==> config.mk <==
export PLATFORM = sky130hd
export DESIGN_NAME = ula_seq
export DESIGN_NICKNAME = d
export VERILOG_FILES = /design/src/rtl/ula_pkg.sv /design/src/rtl/ula_mul_seq.sv /design/src/rtl/ula_seq.sv
export SDC_FILE = /design/constraint.sdc
export NUM_CORES = 1
export LEC_CHECK = 0
export CORE_UTILIZATION = 45
export DETAILED_ROUTE_END_ITERATION = 6
export PLACE_DENSITY_LB_ADDON = 0.12
export SKIP_LAST_GASP = 1
export SLEW_MARGIN = 20
export SYNTH_ARGS = -nofsm -noshare
export SYNTH_HDL_FRONTEND = slang
export SYNTH_SLANG_ARGS = --single-unit
==> constraint.sdc <==
create_clock -name clock -period 4.1 [get_ports clock]
set_clock_uncertainty 0.15 [all_clocks]
set_input_delay 0.41 -clock clock [delete_from_list [all_inputs] [get_ports clock]]
set_output_delay 0.41 -clock clock [all_outputs]
set_load 0.02 [all_outputs]
==> src/rtl/ula_pkg.sv <==
// ula_pkg: opcodes, FSM states and flag bit positions shared by the sequential ALU
package ula_pkg;
   localparam logic [3:0] OP_ADD  = 4'h0;
   localparam logic [3:0] OP_SUB  = 4'h1;
   localparam logic [3:0] OP_AND  = 4'h2;
   localparam logic [3:0] OP_OR   = 4'h3;
   localparam logic [3:0] OP_NOT  = 4'h4;
   localparam logic [3:0] OP_SHR  = 4'h5;
   localparam logic [3:0] OP_SHL  = 4'h6;
   localparam logic [3:0] OP_PASS = 4'h7;
   localparam logic [3:0] OP_XOR  = 4'h8;
   localparam logic [3:0] OP_SAR  = 4'h9;
   localparam logic [3:0] OP_MUL  = 4'hA;
   localparam logic [3:0] OP_MULH = 4'hB;
   localparam logic [3:0] OP_CMP  = 4'hC;
   localparam int FLAG_N = 3;
   localparam int FLAG_Z = 2;
   localparam int FLAG_C = 1;
   localparam int FLAG_V = 0;
   typedef enum logic [1:0] {OCIOSO, EXECUTA, FIM} state_t;
endpackage

==> src/rtl/ula_mul_seq.sv <==
// ula_mul_seq: WIDTH-cycle unsigned shift-add multiplier, one-cycle done pulse when the product is ready
module ula_mul_seq #(
   parameter int WIDTH = 16
) (
   input  logic               clock,
   input  logic               resetn,
   input  logic               start,
   input  logic [WIDTH-1:0]   a,
   input  logic [WIDTH-1:0]   b,
   output logic [2*WIDTH-1:0] product,
   output logic               done
);
   localparam int CW = $clog2(WIDTH) + 1;
   logic [2*WIDTH-1:0] acc_q, acc_d;
   logic [WIDTH-1:0]   a_q, a_d;
   logic [CW-1:0]      cnt_q, cnt_d;
   logic               done_q, done_d;
   logic [WIDTH:0]     sum;
   // multiplier bits sit in the low half and are consumed LSB first while partial sums enter the top
   always_comb begin
      sum    = {1'b0, acc_q[2*WIDTH-1:WIDTH]} + (acc_q[0] ? {1'b0, a_q} : '0);
      acc_d  = start ? {{WIDTH{1'b0}}, b} : cnt_q != '0 ? {sum, acc_q[WIDTH-1:1]} : acc_q;
      a_d    = start ? a : a_q;
      cnt_d  = start ? CW'(WIDTH) : cnt_q != '0 ? cnt_q - CW'(1) : cnt_q;
      done_d = !start && cnt_q == CW'(1);
   end
   // state registers, cleared asynchronously so a reset drops any product in flight
   always_ff @(posedge clock or negedge resetn) begin
      if (!resetn) begin
         acc_q  <= '0;
         a_q    <= '0;
         cnt_q  <= '0;
         done_q <= 1'b0;
      end else begin
         acc_q  <= acc_d;
         a_q    <= a_d;
         cnt_q  <= cnt_d;
         done_q <= done_d;
      end
   end
   assign product = acc_q;
   assign done    = done_q;
endmodule

==> src/rtl/ula_seq.sv <==
// ula_seq: multi-cycle ALU with start/busy/done handshake, bit-serial shifts, shift-add multiply and N/Z/C/V flags
module ula_seq
   import ula_pkg::*;
#(
   parameter int WIDTH = 16,
   localparam int SHW = $clog2(WIDTH)
) (
   input  logic             clock,
   input  logic             resetn,
   input  logic             inicio,
   input  logic [3:0]       select,
   input  logic [WIDTH-1:0] X,
   input  logic [WIDTH-1:0] Y,
   output logic [WIDTH-1:0] resultado,
   output logic             N,
   output logic             Z,
   output logic             C,
   output logic             V,
   output logic             ocupado,
   output logic             pronto
);
   state_t             state_q, state_d;
   logic [3:0]         op_q, op_d;
   logic [WIDTH-1:0]   x_q, x_d, y_q, y_d, res_q, res_d, r;
   logic [SHW-1:0]     cnt_q, cnt_d;
   logic [3:0]         flg_q, flg_d;
   logic               sc_q, sc_d, ocupado_q, ocupado_d, pronto_q, pronto_d;
   logic               accept, finish, is_shift, is_mul, mul_done, rc, rv;
   logic [WIDTH:0]     add_s, sub_s;
   logic [2*WIDTH-1:0] prod;
   ula_mul_seq #(.WIDTH(WIDTH)) u_mul (
      .clock  (clock),
      .resetn (resetn),
      .start  (accept && (select == OP_MUL || select == OP_MULH)),
      .a      (X),
      .b      (Y),
      .product(prod),
      .done   (mul_done)
   );
   // result and C/V of the latched operation, evaluated in the last EXECUTA cycle
   always_comb begin
      add_s = {1'b0, x_q} + {1'b0, y_q};
      sub_s = {1'b0, x_q} + {1'b0, ~y_q} + {{WIDTH{1'b0}}, 1'b1};
      r     = x_q;
      rc    = 1'b0;
      rv    = 1'b0;
      case (op_q)
         OP_ADD: begin
            r  = add_s[WIDTH-1:0];
            rc = add_s[WIDTH];
            rv = (x_q[WIDTH-1] == y_q[WIDTH-1]) && (add_s[WIDTH-1] != x_q[WIDTH-1]);
         end
         OP_SUB, OP_CMP: begin
            r  = sub_s[WIDTH-1:0];
            rc = sub_s[WIDTH];
            rv = (x_q[WIDTH-1] != y_q[WIDTH-1]) && (sub_s[WIDTH-1] != x_q[WIDTH-1]);
         end
         OP_AND:                 r = x_q & y_q;
         OP_OR:                  r = x_q | y_q;
         OP_NOT:                 r = ~x_q;
         OP_XOR:                 r = x_q ^ y_q;
         OP_SHR, OP_SHL, OP_SAR: rc = sc_q;
         OP_MUL: begin
            r  = prod[WIDTH-1:0];
            rv = |prod[2*WIDTH-1:WIDTH];
         end
         OP_MULH:                r = prod[2*WIDTH-1:WIDTH];
         default:                r = x_q;
      endcase
   end
   // next-state: accept in OCIOSO/FIM, step shifts in EXECUTA, commit result/flags only on completion
   always_comb begin
      is_shift  = op_q == OP_SHR || op_q == OP_SHL || op_q == OP_SAR;
      is_mul    = op_q == OP_MUL || op_q == OP_MULH;
      accept    = inicio && state_q != EXECUTA;
      finish    = state_q == EXECUTA && (is_shift ? cnt_q == '0 : is_mul ? mul_done : 1'b1);
      state_d   = accept ? EXECUTA : finish ? FIM : state_q == FIM ? OCIOSO : state_q;
      ocupado_d = state_d == EXECUTA;
      pronto_d  = state_d == FIM;
      op_d      = accept ? select : op_q;
      y_d       = accept ? Y : y_q;
      x_d       = x_q;
      cnt_d     = cnt_q;
      sc_d      = sc_q;
      res_d     = res_q;
      flg_d     = flg_q;
      if (accept) begin
         x_d   = X;
         cnt_d = Y[SHW-1:0];
         sc_d  = 1'b0;
      end else if (state_q == EXECUTA && is_shift && cnt_q != '0) begin
         x_d   = op_q == OP_SHL ? {x_q[WIDTH-2:0], 1'b0} :
                 {op_q == OP_SAR && x_q[WIDTH-1], x_q[WIDTH-1:1]};
         sc_d  = op_q == OP_SHL ? x_q[WIDTH-1] : x_q[0];
         cnt_d = cnt_q - SHW'(1);
      end
      if (finish) begin
         res_d         = op_q == OP_CMP ? res_q : r;
         flg_d[FLAG_N] = r[WIDTH-1];
         flg_d[FLAG_Z] = r == '0;
         flg_d[FLAG_C] = rc;
         flg_d[FLAG_V] = rv;
      end
   end
   // FSM and datapath registers with registered handshake outputs
   always_ff @(posedge clock or negedge resetn) begin
      if (!resetn) begin
         state_q   <= OCIOSO;
         op_q      <= '0;
         x_q       <= '0;
         y_q       <= '0;
         cnt_q     <= '0;
         sc_q      <= 1'b0;
         res_q     <= '0;
         flg_q     <= '0;
         ocupado_q <= 1'b0;
         pronto_q  <= 1'b0;
      end else begin
         state_q   <= state_d;
         op_q      <= op_d;
         x_q       <= x_d;
         y_q       <= y_d;
         cnt_q     <= cnt_d;
         sc_q      <= sc_d;
         res_q     <= res_d;
         flg_q     <= flg_d;
         ocupado_q <= ocupado_d;
         pronto_q  <= pronto_d;
      end
   end
   assign resultado = res_q;
   assign N         = flg_q[FLAG_N];
   assign Z         = flg_q[FLAG_Z];
   assign C         = flg_q[FLAG_C];
   assign V         = flg_q[FLAG_V];
   assign ocupado   = ocupado_q;
   assign pronto    = pronto_q;
endmodule

# Word-level counts from Yosys, hierarchy flattened
# Index checks and enable logic that the tools add are counted.
[totals]
input_bits = 39
wordCells = 95
ff_bits = 119
[classes]
muxes = 21
bitwise_logic = 6
n_eq_ne = 23
reduce_logical = 25
n_addsub = 6
[ops]
columns = ["op", "n"]
rows = [
  ["case mux 16 bit (8 select lines)", 1],
  ["2-to-1 mux 16 bit", 4],
  ["2-to-1 mux 32 bit", 2],
  ["adder 16 x 16 -> 17 bit", 2],
  ["inverter 16 bit", 2],
  ["== test 4 bit (second input constant)", 7],
  ["adder 16 x 17 -> 17 bit", 1],
  ["adder 17 x 1 -> 17 bit (second input constant)", 1],
  ["AND 16 bit", 1],
  ["logical NOT 16 bit", 1],
  ["bitwise OR 16 bit", 1],
  ["OR reduction 16 bit", 1],
  ["bitwise XOR 16 bit", 1],
  ["== test 4 x 3 -> 1 bit (second input constant)", 3],
  ["2-to-1 mux 5 bit", 2],
  ["logical AND 1 bit", 9],
  ["== test 4 x 2 -> 1 bit (second input constant)", 2],
  ["logical NOT 4 bit", 2],
  ["2-to-1 mux 4 bit", 2],
  ["2-to-1 mux 2 bit", 3],
  ["case mux 1 bit (3 select lines)", 2],
  ["== test 5 x 1 -> 1 bit (second input constant)", 1],
  ["2-to-1 mux 1 bit", 5],
  ["nonzero test 5 bit", 1],
  ["other kinds (16)", 24],
]

# Depth between registers and ports, before layout
[depth]
depth_word = 8
depth_mapped = 13
depth_no_buf = 13

# Hierarchy
# A second synthesis with hierarchy kept.
[unflattened]
cells_unflattened = 1147
hier_area_um2 = 9470.3
[by_module_without_submodules]
columns = ["module", "area_per_inst_um2", "n_inst", "seq_area_each_um2", "cells_per_inst"]
rows = [
  ["ula_seq", 6293.5, 1, 1626.6, 821],
  ["ula_mul_seq", 3176.8, 1, 1351.3, 326],
]

# Worst setup path after synthesis
# OpenSTA, ideal clock, no wires.
[synth_path]
path_kind = "register to register"
startpoint = "register x_q[0]"
endpoint = "register flg_q[2]"
n_path_buf = 0
t_required_ps = 3873
slack_ps = 1055
arrival_time_ps = 2819
setup_ps = 77
stages_incl_launch_ff = 13
path_cell_list = "dfrtp_1 inv_1 ha_1 fa_1 o21bai_1 a2111oi_0 o31ai_1 nor2_1 a2111oi_0 a21oi_1 nor4_2 o2111ai_1 o21ai_1"
[synth_via]
elab_chain_len = 4
elab_cells_between_ends = 9
classes_between = "add/sub: 3; mux: 1; bitwise: 4; reduce/logical: 1"
[synth_lines]
columns = ["item", "line_no", "text"]
rows = [
  ["start: declaration", "ula_seq.sv:24", "logic [WIDTH-1:0] x_q, x_d, y_q, y_d, res_q, res_d, r;"],
  ["start signal: assignment", "ula_seq.sv:110", "x_q <= '0;"],
  ["start signal: assignment", "ula_seq.sv:121", "x_q <= x_d;"],
  ["adder 16 x 16 -> 17 bit", "ula_seq.sv:43", "sub_s = {1'b0, x_q} + {1'b0, ~y_q} + {{WIDTH{1'b0}}, 1'b1};"],
  ["adder 17 x 1 -> 17 bit", "ula_seq.sv:43", ""],
  ["case mux 16 bit (8 select lines) *", "ula_seq.sv:47", "case (op_q)"],
  ["logical NOT 16 bit *", "ula_seq.sv:100", "flg_d[FLAG_Z] = r == '0;"],
  ["end signal: assignment", "ula_seq.sv:126", "flg_q <= flg_d;"],
  ["end: declaration", "ula_seq.sv:26", "logic [3:0] flg_q, flg_d;"],
]
# Every way passes the cells marked *; elsewhere a longest branch is shown, timed or not.
# A chain may end at the register's enable or synchronous reset.

# Final worst setup path
# Same ends and word-level chain as after synthesis.

==> flow_metrics.py <==
metrics = {
    "global_route": {
        "grt_max_degree": 62,
        "grt_pass1_wl_um": 50180,
        "globalRouteOverflowTotal": 0,
        "track_usage": 0.3015,
        "antenna_found_initial": 0,
        "grt_pass1_vias": 8847,
    },
    "yosys": {
        "syn_nets": 1296,
        "synth_warnings": 0,
        "synth-async-reset-ratio": 1.000,
        "avgSynthCellArea_um2": 8.062,
        "synth_cells": 1182,
        "yosysSeqAreaShare": 0.3125,
        "synth-seq-cells": 119,
        "synth_area_um2": 9529,
        "synth_ff_type": "dfrtp_1",
        "synth_enable_flop_cells": 0,
        "synth_cell_types": 93,
    },
    "finish": {
        "insertedDiodeCount": 0,
        "synthToLayoutAreaGrowth_pct": 15.82,
        "num-nets-final": 1345,
        "final_cells": 1514,
        "stdcell_area_um2": 11040,
        "drive_above_1_share": 0.08923,
    },
    "hold_path": {
        "hp-class": "flop to flop",
    },
    "drt": {
        "drt_first_iter_violations": 847,
        "vias": 9201,
        "wire_per_inst_um": 20.81,
        "postRouteAntennaNets": 0,
        "drc_errors": 0,
        "finalWirelength_um": 31500,
        "drtPass1Iterations": 7,
        "vias_per_cell": 6.077,
    },
    "floorplan": {
        "rows": 52,
        "initial_core_util": 0.4650,
        "pin_count": 61,
        "fp.dieW_um": 147.5,
        "coreArea_um2": 20490,
        "dieArea_um2": 21760,
        "die_h_um": 147.5,
    },
    "worst_setup_path": {
        "path_class": "flop to flop",
        "cp_max_fo": 7,
        "reg2reg_to": "flg_q[2]",
        "critPathLaunch": "x_q[0]",
        "r2r_setup_slack_ns": 0.37,
        "end_kind": "flop",
        "crit_path_end": "flg_q[2]",
        "critPathRequiredTime_ns": 4.32,
        "reg2regPathDepth": 13,
        "critPathLaunchType": "flop",
        "reg2reg_from": "x_q[0]",
        "arrival_ns": 3.95,
    },
    "power": {
        "leakage_nw": 4.937,
        "ir_worst_vdd_mv": 0.4391,
        "clockPowerShare": 0.142,
        "switching_share": 0.5016,
        "cellPowerDensity_nw_per_um2": 1040,
        "pwr-share-seq": 0.215,
        "switchingPower_mw": 5.760,
        "intPower_mw": 5.722,
        "comb_power_share": 0.643,
    },
    "timing": {
        "slew_viol_final": 0,
        "max_freq_mhz": 268.0,
        "max_slew_margin": 0.3046,
        "rsz0062_at_grt": "no",
        "worst_pin_slew_ns": 1.043,
        "setup_slack_ns": 0.3680,
        "setup_viol": 0,
        "fin_crit_sh": 0.9102,
        "min_period_ns": 3.732,
        "hold_viol_final": 0,
        "tns_ns": 0,
    },
    "clock_tree": {
        "cts_resized": 0,
        "hold_buffers": 1,
        "cts_tree": "done",
        "htreeDepth": 4,
        "cts_buffers": 17,
        "cts_root_buf": "clkbuf_16",
        "clk_latency_ns": 0.44,
        "clk_pin_slew_ns": 0.06,
        "postCtsSetupBuffers": 0,
        "clockBufferDepth": 2,
        "clock_sinks": 119,
    },
    "placement": {
        "dpl_cell_area_um2": 10410,
        "port_buffers": 60,
        "pre_cts_ws_ns": 0.4083,
        "gp_congestion": 0.9398,
        "dp_hpwl_um": 23110,
        "dp_cells": 1481,
    },
    "run": {
        "max_cap_viol_count": 0,
    },
    "outcome": {
        "status": "completed",
    },
}
-- per-stage QoR --
stage	util	hold WS [ns]	power (mW)
2_1_floorplan	-	-0.03559	7.528
4_1_cts	0.5385	0.3223	11.34
5_1_grt	0.5385	0.3387	12.34
3_3_place_gp	0.5079	0.2996	9.631
6_report	0.5385	0.3178	11.48
3_5_place_dp	0.5079	0.3068	9.665
-- Yosys cell counts, types with 6 or more instances --
cell type	instances	share of area
nand2_1	213	0.084
dfrtp_1	119	0.31
nor2_1	91	0.036
o21ai_0	82	0.043
ha_1	72	0.095
inv_1	63	0.025
a21oi_1	58	0.030
clkbuf_1	42	0.017
a31oi_1	29	0.019
nor3_1	26	0.014
mux2i_1	25	0.026
and2_1	21	0.014
nand2b_1	19	0.012
xnor2_1	19	0.017
nand3_1	17	0.0089
buf_2	15	0.0079
nor2b_1	14	0.0092
a21o_1	13	0.010
nor4_1	11	0.0072
o21a_1	11	0.0087
or3_1	11	0.0072
o211ai_1	8	0.0063
o31ai_1	8	0.0063
a211oi_1	7	0.0055
o21ai_1	7	0.0037
o22ai_1	7	0.0046
o311ai_0	7	0.0064
a2111oi_0	6	0.0055
and3_1	6	0.0039
clkbuf_8	6	0.0087
mux2_2	6	0.0071
nand4_1	6	0.0039
o21bai_1	6	0.0047
o221ai_1	6	0.0055
o32a_1	6	0.0063
-- worst max-delay path: stages (launching register included) --
cell	delay, ns
dfrtp_1	0.47
inv_1	0.10
ha_1	0.26
fa_1	0.43
o21bai_1	0.24
a2111oi_0	0.15
buf_4	0.16
o31ai_1	0.45
nor2_1	0.10
a2111oi_0	0.39
a21oi_1	0.12
nor4_2	0.34
o2111ai_1	0.16
o21ai_1	0.13
-- worst min path at each step --
stage / slack [ns] / from / cells past startpoint / to
3_5_place_dp: 0.31 / u_mul.a_q[8] / 2 / u_mul.a_q[8]
5_1_grt: 0.34 / u_mul.a_q[10] / 2 / u_mul.a_q[10]
6_report: 0.32 / u_mul.a_q[10] / 2 / u_mul.a_q[10]
4_1_cts: 0.32 / u_mul.a_q[8] / 2 / u_mul.a_q[8]
2_1_floorplan: -0.04 / resetn / 0 / cnt_q[0]
3_3_place_gp: 0.30 / u_mul.a_q[9] / 2 / u_mul.a_q[9]
-- area by class of cell --
| cell class | instances | area (µm²) |
|---|---|---|
| tap | 270 | 337.8 |
| timing repair buffer | 102 | 928.4 |
| clock buffer | 17 | 425.4 |
| fill | 1970 | 9458 |
| clock inverter | 15 | 192.7 |
| multi-input combinational | 925 | 5927 |
| sequential | 119 | 2978 |
| inverter | 66 | 247.7 |
-- power groups by stage --
| stage | Sequential, mW | Combinational (mW) | Clock (mW) |
|---|---|---|---|
| detailed placement | 2.46 | 7.20 | 0 |
| finish | 2.46 | 7.39 | 1.63 |
| global route | 2.52 | 8.12 | 1.69 |
| global placement | 2.45 | 7.18 | 0 |
| floorplan | 2.29 | 5.23 | 0 |
| CTS | 2.44 | 7.26 | 1.64 |
-- placed cells by master, fill, tap and decap left out, types with 19 or more instances in the layout --
master	Yosys	routed
o21ai_0	82	82
mux2i_1	25	25
xnor2_1	19	19
a31oi_1	29	29
ha_1	72	72
buf_4	4	41
nor3_1	26	25
clkdlybuf4s50_1	0	59
nor2_1	91	90
dfrtp_1	119	119
nand2_1	213	213
a21oi_1	58	58
nand2b_1	19	19
and2_1	21	20
inv_1	63	63
-- routing by layer --
layer,global-route usage,wire [µm],vias up,share of wire
met5,0,0,-,0
met3,0.05123,2270,69,0.072
met2,0.4604,13990,390,0.44
met1,0.4218,14230,4427,0.45
li1,-,-,4315,-
met4,0.1237,1008,0,0.032
-- logic make-up (layout without fill, tap and decap cells) --
kind of cell             after synthesis  in the layout  share of synthesized area
AO/OA/AOI/OAI                        333            333                     0.2398
adder cells (fa/ha/maj)               75             75                     0.1008
flip-flops                           119            119                     0.3125
buffers and inverters                138            200                    0.06657
multiplexers                          33             33                    0.03690
AND/OR/NAND/NOR                      461            461                     0.2223
XOR/XNOR                              23             23                    0.02114
-- sequential cells by signal (all words and copies together) (netlist names) --
name           count
u_mul.done         1
state_q            2
pronto             1
ocupado            1
u_mul.cnt_q        5
op_q               4
resultado         16
y_q               16
sc_q               1
cnt_q              4
u_mul.product     32
flg_q              4
x_q               16
u_mul.a_q         16
Note: power is estimated with default switching activity, not from simulation.
